File: config.mk
export PLATFORM = sky130hd
export DESIGN_NAME = abp_sender_transmitter
export DESIGN_NICKNAME = d
export VERILOG_FILES = /design/src/rtl/abp_sender_transmitter.sv
export SDC_FILE = /design/constraint.sdc
export NUM_CORES = 1
export LEC_CHECK = 0
export ABC_AREA = 1
export CAP_MARGIN = 20
export CORE_MARGIN = 2
export CORE_UTILIZATION = 45
export CTS_CLUSTER_SIZE = 40
export DETAILED_ROUTE_END_ITERATION = 16
export PLACE_DENSITY = 0.69
export SYNTH_ARGS = -nofsm -noshare
export SYNTH_HDL_FRONTEND = slang
export SYNTH_SLANG_ARGS = --single-unit
File: constraint.sdc
create_clock -name aclk -period 2.86 [get_ports aclk]
set_clock_uncertainty 0.2 [all_clocks]
set_input_delay 0.429 -clock aclk [delete_from_list [all_inputs] [get_ports aclk]]
set_output_delay 0.429 -clock aclk [all_outputs]
set_load 0.01 [all_outputs]
File: src/rtl/abp_sender_transmitter.sv
// ---------------------------------------------------------------------------
// abp_sender_transmitter
//
// Sender side of an alternating-bit protocol link. A 64-bit application value
// is latched and sent as a fixed-length byte frame on an AXI-Stream master:
//   byte 0..7                 : value bytes, least significant byte first
//   byte 8..FRAME_BYTES-2     : zero padding
//   byte FRAME_BYTES-1        : {7'b0, alternating bit}
// After the last byte the block waits for an ACK carrying the same bit. A
// matching ACK completes the transfer and toggles the bit; a timeout resends
// the identical frame from the latched copy.
//
// Optional build feature (macro ABP_SENDER_STATS_EN):
//   adds output retx_count[15:0], the saturating number of timeout-driven
//   retransmits for the current value. It is cleared one cycle after
//   send_done so that its final value is readable during the send_done cycle.
//   With the macro undefined the port and counter do not exist.
// ---------------------------------------------------------------------------
module abp_sender_transmitter #(
    parameter int FRAME_BYTES    = 64,
    parameter int TIMEOUT_CYCLES = 1024,
    parameter int TIMER_WIDTH    = 16
) (
    input  logic        aclk,
    input  logic        areset,
    // application side
    input  logic        send_valid,
    output logic        send_ready,
    input  logic [63:0] send_value,
    output logic        send_done,
    output logic        busy,
    output logic        current_bit,
    // byte stream towards the link
    output logic        m_axis_tvalid,
    input  logic        m_axis_tready,
    output logic        m_axis_tlast,
    output logic [7:0]  m_axis_tdata,
    // acknowledge return path
    input  logic        ack_valid,
    input  logic        ack_bit
`ifdef ABP_SENDER_STATS_EN
    ,
    output logic [15:0] retx_count
`endif
);

    // -----------------------------------------------------------------------
    // Local constants
    // -----------------------------------------------------------------------
    localparam int                     IDX_W        = $clog2(FRAME_BYTES);
    localparam logic [IDX_W-1:0]       LAST_IDX     = IDX_W'(FRAME_BYTES - 1);
    localparam logic [IDX_W-1:0]       IDX_ZERO     = {IDX_W{1'b0}};
    localparam logic [IDX_W-1:0]       IDX_ONE      = IDX_W'(1);
    localparam logic [TIMER_WIDTH-1:0] TIMER_ZERO   = {TIMER_WIDTH{1'b0}};
    localparam logic [TIMER_WIDTH-1:0] TIMER_ONE    = TIMER_WIDTH'(1);
    localparam logic [TIMER_WIDTH-1:0] TIMER_MAX    = {TIMER_WIDTH{1'b1}};
    localparam logic [TIMER_WIDTH-1:0] TIMEOUT_LAST = TIMER_WIDTH'(TIMEOUT_CYCLES - 1);

    typedef enum logic [1:0] {
        ST_IDLE     = 2'd0,
        ST_SEND     = 2'd1,
        ST_WAIT_ACK = 2'd2
    } state_t;

    // -----------------------------------------------------------------------
    // Frame byte generator: the frame is never stored, each byte is derived
    // from the latched value, the alternating bit and the byte index.
    // -----------------------------------------------------------------------
    function automatic logic [7:0] frame_byte(
        input logic [63:0]      value,
        input logic             abit,
        input logic [IDX_W-1:0] idx
    );
        logic [7:0] byte_v;
        if (idx < IDX_W'(8)) begin
            byte_v = value[{idx[2:0], 3'b000} +: 8];
        end else if (idx == LAST_IDX) begin
            byte_v = {7'b0000000, abit};
        end else begin
            byte_v = 8'h00;
        end
        return byte_v;
    endfunction

    // -----------------------------------------------------------------------
    // State and registered outputs
    // -----------------------------------------------------------------------
    state_t                   state_r;
    logic [IDX_W-1:0]         idx_r;
    logic [TIMER_WIDTH-1:0]   timer_r;
    logic [63:0]              value_r;
    logic                     current_bit_r;
    logic                     send_ready_r;
    logic                     send_done_r;
    logic                     busy_r;
    logic                     tvalid_r;
    logic                     tlast_r;
    logic [7:0]               tdata_r;

    // -----------------------------------------------------------------------
    // Decoded events
    // -----------------------------------------------------------------------
    logic                     accept_s;
    logic                     handshake_s;
    logic                     ack_match_s;
    logic                     timeout_s;
    logic [IDX_W-1:0]         next_idx_s;

    // Decode acceptance, stream handshake, matching ACK and timeout expiry.
    always_comb begin
        accept_s    = 1'b0;
        handshake_s = 1'b0;
        ack_match_s = 1'b0;
        timeout_s   = 1'b0;
        next_idx_s  = idx_r + IDX_ONE;
        if (state_r == ST_IDLE) begin
            accept_s = send_valid & send_ready_r;
        end else begin
            accept_s = 1'b0;
        end
        if (state_r == ST_SEND) begin
            handshake_s = tvalid_r & m_axis_tready;
        end else begin
            handshake_s = 1'b0;
        end
        if (state_r == ST_WAIT_ACK) begin
            // a matching ACK takes priority over a simultaneous timeout
            ack_match_s = ack_valid & (ack_bit == current_bit_r);
            timeout_s   = ~ack_match_s & (timer_r == TIMEOUT_LAST);
        end else begin
            ack_match_s = 1'b0;
            timeout_s   = 1'b0;
        end
    end

    // Main sender FSM: accept value, stream frame, wait for ACK or timeout.
    always_ff @(posedge aclk) begin
        if (areset) begin
            state_r       <= ST_IDLE;
            idx_r         <= IDX_ZERO;
            timer_r       <= TIMER_ZERO;
            value_r       <= 64'h0000_0000_0000_0000;
            current_bit_r <= 1'b0;
            send_ready_r  <= 1'b0;
            send_done_r   <= 1'b0;
            busy_r        <= 1'b0;
            tvalid_r      <= 1'b0;
            tlast_r       <= 1'b0;
            tdata_r       <= 8'h00;
        end else begin
            // send_done is a single-cycle pulse
            send_done_r <= 1'b0;
            case (state_r)
                ST_IDLE: begin
                    if (accept_s) begin
                        value_r      <= send_value;
                        busy_r       <= 1'b1;
                        send_ready_r <= 1'b0;
                        idx_r        <= IDX_ZERO;
                        tvalid_r     <= 1'b1;
                        tdata_r      <= frame_byte(send_value, current_bit_r, IDX_ZERO);
                        tlast_r      <= 1'b0;
                        state_r      <= ST_SEND;
                    end else begin
                        send_ready_r <= 1'b1;
                    end
                end

                ST_SEND: begin
                    if (handshake_s) begin
                        if (idx_r == LAST_IDX) begin
                            tvalid_r <= 1'b0;
                            tlast_r  <= 1'b0;
                            tdata_r  <= 8'h00;
                            idx_r    <= IDX_ZERO;
                            timer_r  <= TIMER_ZERO;
                            state_r  <= ST_WAIT_ACK;
                        end else begin
                            // present the next byte immediately: no bubbles
                            idx_r   <= next_idx_s;
                            tdata_r <= frame_byte(value_r, current_bit_r, next_idx_s);
                            tlast_r <= (next_idx_s == LAST_IDX);
                        end
                    end else begin
                        // stalled: hold tvalid, tdata and tlast
                        idx_r <= idx_r;
                    end
                end

                ST_WAIT_ACK: begin
                    if (ack_match_s) begin
                        send_done_r   <= 1'b1;
                        current_bit_r <= ~current_bit_r;
                        busy_r        <= 1'b0;
                        send_ready_r  <= 1'b1;
                        timer_r       <= TIMER_ZERO;
                        state_r       <= ST_IDLE;
                    end else if (timeout_s) begin
                        // resend the identical frame from the latched value
                        idx_r    <= IDX_ZERO;
                        tvalid_r <= 1'b1;
                        tdata_r  <= frame_byte(value_r, current_bit_r, IDX_ZERO);
                        tlast_r  <= 1'b0;
                        timer_r  <= TIMER_ZERO;
                        state_r  <= ST_SEND;
                    end else if (timer_r != TIMER_MAX) begin
                        // stale or duplicate ACKs fall through here
                        timer_r <= timer_r + TIMER_ONE;
                    end else begin
                        timer_r <= timer_r;
                    end
                end

                default: begin
                    state_r      <= ST_IDLE;
                    idx_r        <= IDX_ZERO;
                    timer_r      <= TIMER_ZERO;
                    send_ready_r <= 1'b0;
                    busy_r       <= 1'b0;
                    tvalid_r     <= 1'b0;
                    tlast_r      <= 1'b0;
                    tdata_r      <= 8'h00;
                end
            endcase
        end
    end

`ifdef ABP_SENDER_STATS_EN
    logic [15:0] retx_count_r;

    // Retransmit statistics: saturating count, cleared after send_done.
    always_ff @(posedge aclk) begin
        if (areset) begin
            retx_count_r <= 16'h0000;
        end else if (send_done_r) begin
            retx_count_r <= 16'h0000;
        end else if (timeout_s && (retx_count_r != 16'hFFFF)) begin
            retx_count_r <= retx_count_r + 16'h0001;
        end else begin
            retx_count_r <= retx_count_r;
        end
    end

    assign retx_count = retx_count_r;
`endif

    // -----------------------------------------------------------------------
    // Output mapping
    // -----------------------------------------------------------------------
    assign send_ready    = send_ready_r;
    assign send_done     = send_done_r;
    assign busy          = busy_r;
    assign current_bit   = current_bit_r;
    assign m_axis_tvalid = tvalid_r;
    assign m_axis_tlast  = tlast_r;
    assign m_axis_tdata  = tdata_r;

endmodule

# After elaboration in Yosys (flattened, before gate mapping)
# Cells that the tools add are included.
[totals]
ff_bits = 102
in_bits = 70
output_inout_bits = 14
word_cells = 97
[classes]
n_addsub = 2
magnitude_cmp = 1
eq_ne = 15
shifts = 1
muxes = 48
bitwise = 9
reduce_logical = 10
[ops]
columns = ["cell", "n"]
rows = [
  ["16-bit two-way mux", 5],
  ["64-bit by 7-bit variable part select with 8-bit output", 1],
  ["8-bit two-way mux", 6],
  ["16-bit one-hot mux with 3 select lines", 1],
  ["6-bit two-way mux", 5],
  ["8-bit one-hot mux with 3 select lines", 1],
  ["1-bit two-way mux", 19],
  ["6-bit one-hot mux with 3 select lines", 1],
  ["16-bit by 1-bit adder with 16-bit output, second input constant", 1],
  ["16-bit by 10-bit == test with 1-bit output, second input constant", 1],
  ["16-bit inequality test, second input constant", 1],
  ["6-bit == test, second input constant", 2],
  ["1-bit one-hot mux with 3 select lines", 4],
  ["4-bit AND reduction", 3],
  ["2-bit two-way mux", 5],
  ["2-bit inequality test, second input constant", 5],
  ["6-bit by 1-bit adder with 6-bit output, second input constant", 1],
  ["6-bit by 4-bit < comparator with 1-bit output, second input constant", 1],
  ["2-bit one-hot mux with 3 select lines", 1],
  ["2-bit AND reduction", 3],
  ["1-bit NOT", 5],
  ["5-bit AND reduction", 1],
  ["1-bit bitwise AND", 4],
  ["4-bit by 3-bit inequality test with 1-bit output, second input constant", 1],
  ["other kinds (8)", 8],
]

# Logic depth before layout (Yosys ltp)
[depth]
word_depth = 8
ltp_mapped = 15
mapped_depth_nobuf = 12

# Worst setup path after synthesis
# No wires, ideal clock.
[synth_path]
path_type = "reg2reg"
from = "reg idx_r[0]"
to = "reg tdata_r[0], in the netlist m_axis_tdata[0]"
t_arrival_ps = 1941
slack_ps = 587
path_stages_with_launch = 16
path_buffers = 3
period_less_slack_ps = 2273
path_cell_list = "dfxtp_1 -> clkinv_1 -> clkbuf_1 -> ha_1 -> buf_2 -> inv_1 -> buf_2 -> nand3_1 -> nand2_1 -> nand2_1 -> nand2_1 -> inv_1 -> nand3_1 -> nand3_1 -> nand2_1 -> a21oi_1"
[synth_via]
elab_chain_cells = 7
elab_cells_between_ends = 10
cone_classes = "add/sub: 1; order compare: 1; eq/ne: 2; shift: 1; mux: 5"
[synth_rtl]
columns = ["item", "line_no", "rtl"]
rows = [
  ["start: declaration", "89", "logic [IDX_W-1:0] idx_r;"],
  ["start signal: assignment", "180", "idx_r <= next_idx_s;"],
  ["start signal: assignment", "186", "idx_r <= idx_r;"],
  ["parallel branches: the longest is 4 deep, another holds 6-bit by 1-bit adder with 6-bit output", "--", ""],
  ["8-bit two-way mux *", "171", "if (idx_r == LAST_IDX) begin"],
  ["8-bit two-way mux *", "170", "if (handshake_s) begin"],
  ["8-bit one-hot mux with 3 select lines *", "153", "case (state_r)"],
  ["end signal: assignment", "161", "tdata_r <= frame_byte(send_value, current_bit_r, IDX_ZERO);"],
  ["end signal: assignment", "181", "tdata_r <= frame_byte(value_r, current_bit_r, next_idx_s);"],
  ["end signal: assignment", "202", "tdata_r <= frame_byte(value_r, current_bit_r, IDX_ZERO);"],
  ["end: declaration", "98", "logic [7:0] tdata_r;"],
]
# Every way passes the cells marked *. The select of a mux whose other input is x is not followed.
# A chain may end at the register's enable or synchronous reset.

# Worst setup path in the final report
[layout_path]
from = "reg idx_r[0]"
to = "reg tdata_r[7], in the netlist m_axis_tdata[7]"
[layout_via]
elab_chain_cells = 6
elab_cells_between_ends = 8
cone_classes = "add/sub: 1; order compare: 1; eq/ne: 1; shift: 1; mux: 4"
[layout_rtl]
columns = ["item", "line_no", "rtl"]
rows = [
  ["6-bit by 1-bit adder with 6-bit output", "115", "next_idx_s = idx_r + IDX_ONE;"],
  ["64-bit by 7-bit variable part select with 8-bit output / 6-bit by 4-bit < comparator with 1-bit output (equally long branches)", "76, 75", ""],
  ["8-bit two-way mux", "75", "if (idx < IDX_W'(8)) begin"],
  ["8-bit two-way mux *", "171", ""],
  ["8-bit two-way mux *", "170", ""],
  ["8-bit one-hot mux with 3 select lines *", "153", ""],
]
# Mark *: on every way between the ends. The rest lies on a longest branch, timed or not. The select of a mux whose other input is x is not followed.

==> flow_metrics.env <==
export IMPL_worst_setup_path_end_kind="flip-flop"
export IMPL_cpPeakStageDelay_ps=420
export IMPL_worstMarginPinSlew_ps=547
export IMPL_critical_path_cell_chain="clkinv_1 -> ha_1 -> inv_1 -> nand3_1 -> nand3_1 -> and2_1 -> nand3_1 -> nand3_1 -> nand2_1 -> a21oi_1"
export IMPL_async_flop_share=0
export IMPL_fin_cells=974
export IMPL_grt_ovfl_total=0
export IMPL_ctsHoldBuffers=0
export IMPL_hold_violations=0
export IMPL_drt_total_wl_um=13700
export IMPL_std_cell_rows=39
export IMPL_ir_drop_mv=0.581
export IMPL_dp_hpwl_um=9810
export IMPL_ys_seq_elements=102
export IMPL_multi_input_area_um2=2640
export IMPL_synth_edf_count=0
export IMPL_area_growth_pct=22.2
export IMPL_critPathKind="reg2reg"
export IMPL_start_util=0.461
export IMPL_root_buffer="clkbuf_16"
export IMPL_cts_clk_slew_worst_paths_ps=70
export IMPL_worstPathArrival_ps=2390
export IMPL_clkSinkCount=102
export IMPL_port_buffers=83
export IMPL_grt_pass1_wl_um=22800
export IMPL_post_synth_cell_area_avg_um2=6.86
export IMPL_slew_violations=0
export IMPL_hold_class="reg2reg"
export IMPL_pre_cts_slack_ps=448
export IMPL_cp_slowest_cell="inv_1"
export IMPL_grt_pass1_vias=4676
export IMPL_seq_area_frac_synth=0.390
export IMPL_worst_slack_ps=551
export IMPL_maxCapViolations=0
export IMPL_synth_lib_cells_used_distinct=41
export IMPL_gp_congestion=0.902
export IMPL_finalNetCount=900
export IMPL_grt_max_degree=115
export IMPL_core_um2=11400
export IMPL_wl_per_cell_um=14.1
export IMPL_drive_gt1_frac=0.0963
export IMPL_fmax_mhz=433
export IMPL_synthesis_area_um2=5240
export IMPL_synthCells=764
export IMPL_ios=84
export IMPL_gr_usage_all_layers=0.225
export IMPL_fp_dieW_um=112
export IMPL_antenna_found_initial=0
export IMPL_required_ps=2950
export IMPL_grt_setup_unrepaired="false"
export IMPL_htree_num_levels=3
export IMPL_clk_insertion_delay_late_ps=360
export IMPL_layout_min_cycle_time_ps=2310
export IMPL_n_fill_cell=1145
export IMPL_maxSlewHeadroom=0.635
export IMPL_crit_top_cell="nand3_1"
export IMPL_p_total_mw=3.83
export IMPL_leakage_nw=2.53
export IMPL_cp_max_fo=15
export IMPL_antenna_left=0
export IMPL_outcome="complete, no violations"
export IMPL_die_h_um=112
export IMPL_cp_start_kind="flip-flop"
export IMPL_clock_path_buffers=2
export IMPL_drtIter0Drc=415
export IMPL_viasPerCell=5.19
export IMPL_die_area_um2=12500
export IMPL_ys_warn_count=0
export IMPL_p_per_area_nw_per_um2=598
export IMPL_syn_nets=837
export IMPL_vias=5054
export IMPL_numCtsBuffers=9
export IMPL_cts_tree="done"
export IMPL_antenna_diode_count=0
export IMPL_final_setup_tns_ps=0
export IMPL_drc_errors=0
export IMPL_setup_violations=0
export IMPL_whs_ps=252
export IMPL_regArea_um2=2040
export IMPL_dr_pass1_iters=5
export IMPL_dpl_cell_count=959
export IMPL_dominantRegCellSynth="dfxtp_1"
export IMPL_ctsResizeCount=0
export IMPL_min_period_over_period=0.807
export IMPL_post_cts_buffers=0
## power breakdown
group	switching (mW)	internal [mW]	total, mW
Combinational	0.625	0.386	1.01
Sequential	0.0687	1.57	1.64
Clock	0.546	0.636	1.18
## cells in the mapped netlist, types with 6 or more instances
master,count,share of area
a21oi_1,73,0.070
a21oi_2,10,0.017
nand2_1,158,0.11
nand4_1,13,0.016
and2_1,6,0.0072
buf_2,13,0.012
nor2_1,58,0.042
inv_1,83,0.059
nand3_1,76,0.073
nor2_2,6,0.0072
clkbuf_1,20,0.014
inv_2,9,0.0064
o21ai_0,75,0.072
dfxtp_1,102,0.39
nand2_2,11,0.013
## metrics by stage
step | util | cell area, µm²
final | 0.563 | 6400
after global routing | 0.563 | 6400
after CTS | 0.563 | 6400
after detailed placement | 0.538 | 6120
after global placement | 0.538 | 6120
after floorplan | - | 5240
## flip-flops by register name, summed over array words and instances, names as in the netlist
name,cells
timer_r,16
idx_r,6
current_bit,1
state_r,2
send_ready,1
m_axis_tvalid,1
busy,1
m_axis_tlast,1
m_axis_tdata,8
value_r,64
send_done,1
## worst max-delay path: cells and delay by family (launching register included)
kind,cells,cell delay (ps)
and+or+nand+nor,6,690
buffers and inverters,2,530
AOI/OAI and AO/OA,1,120
adders and majority gates,1,310
DFF,1,380
## worst paths after layout
| kind | start | to | slack [ps] | cells after the start |
|---|---|---|---|---|
| worst max-delay path | idx_r[0]$_SDFFE_PP0P_ | m_axis_tdata[7]$_SDFFE_PP0P_ | 550 | 10 |
| worst min-delay path | value_r[27]$_SDFFE_PP0P_ | value_r[27]$_SDFFE_PP0P_ | 250 | 2 |
| worst max register to register | idx_r[0]$_SDFFE_PP0P_ | m_axis_tdata[7]$_SDFFE_PP0P_ | 550 | 10 |
| worst min register to register | value_r[27]$_SDFFE_PP0P_ | value_r[27]$_SDFFE_PP0P_ | 250 | 2 |
## kinds of logic after synthesis
logic type,count (synthesis),synth area share
compound gates,168,0.173
xor+xnor,4,0.00669
fa+ha+maj,3,0.00716
buf+inv,135,0.107
flops,102,0.390
simple gates,352,0.316
## metal layers
layer  vias to the layer above  wire, µm  GRT usage
met5                         -         0          0
met4                         0       225     0.0560
met3                        23       848     0.0642
met2                       124      6550      0.373
met1                      2319      6070      0.289
li1                       2588         -          -
## placed cells by master (no fill, tap or decap), drive strengths merged
| cell | count |
|---|---|
| clkdlybuf4s50 | 83 |
| xor2 | 2 |
| o31ai | 1 |
| nor2 | 70 |
| a22o | 1 |
| nand2 | 174 |
| clkinvlp | 1 |
| o211ai | 2 |
| a31oi | 2 |
| o21ai | 78 |
| a21oi | 83 |
| nand4 | 14 |
| dfxtp | 102 |
| nor3 | 8 |
| clkbuf | 11 |
| inv | 93 |
| clkinv | 6 |
| nand3 | 76 |
| a21boi | 1 |
| or2 | 1 |
| nor4 | 1 |
| nand3b | 1 |
| and2 | 7 |
| xnor2 | 2 |
| ha | 3 |
| buf | 8 |
## cell type report
| class | instances | share of cell area |
|---|---|---|
| Multi-Input combinational cell | 527 | 0.412 |
| Tap cell | 143 | 0.0279 |
| Timing Repair Buffer | 91 | 0.141 |
| Inverter | 96 | 0.0565 |
| Sequential cell | 102 | 0.319 |
| Clock inverter | 4 | 0.00469 |
| Clock buffer | 11 | 0.0395 |
Power figures use the tool's default switching activity.
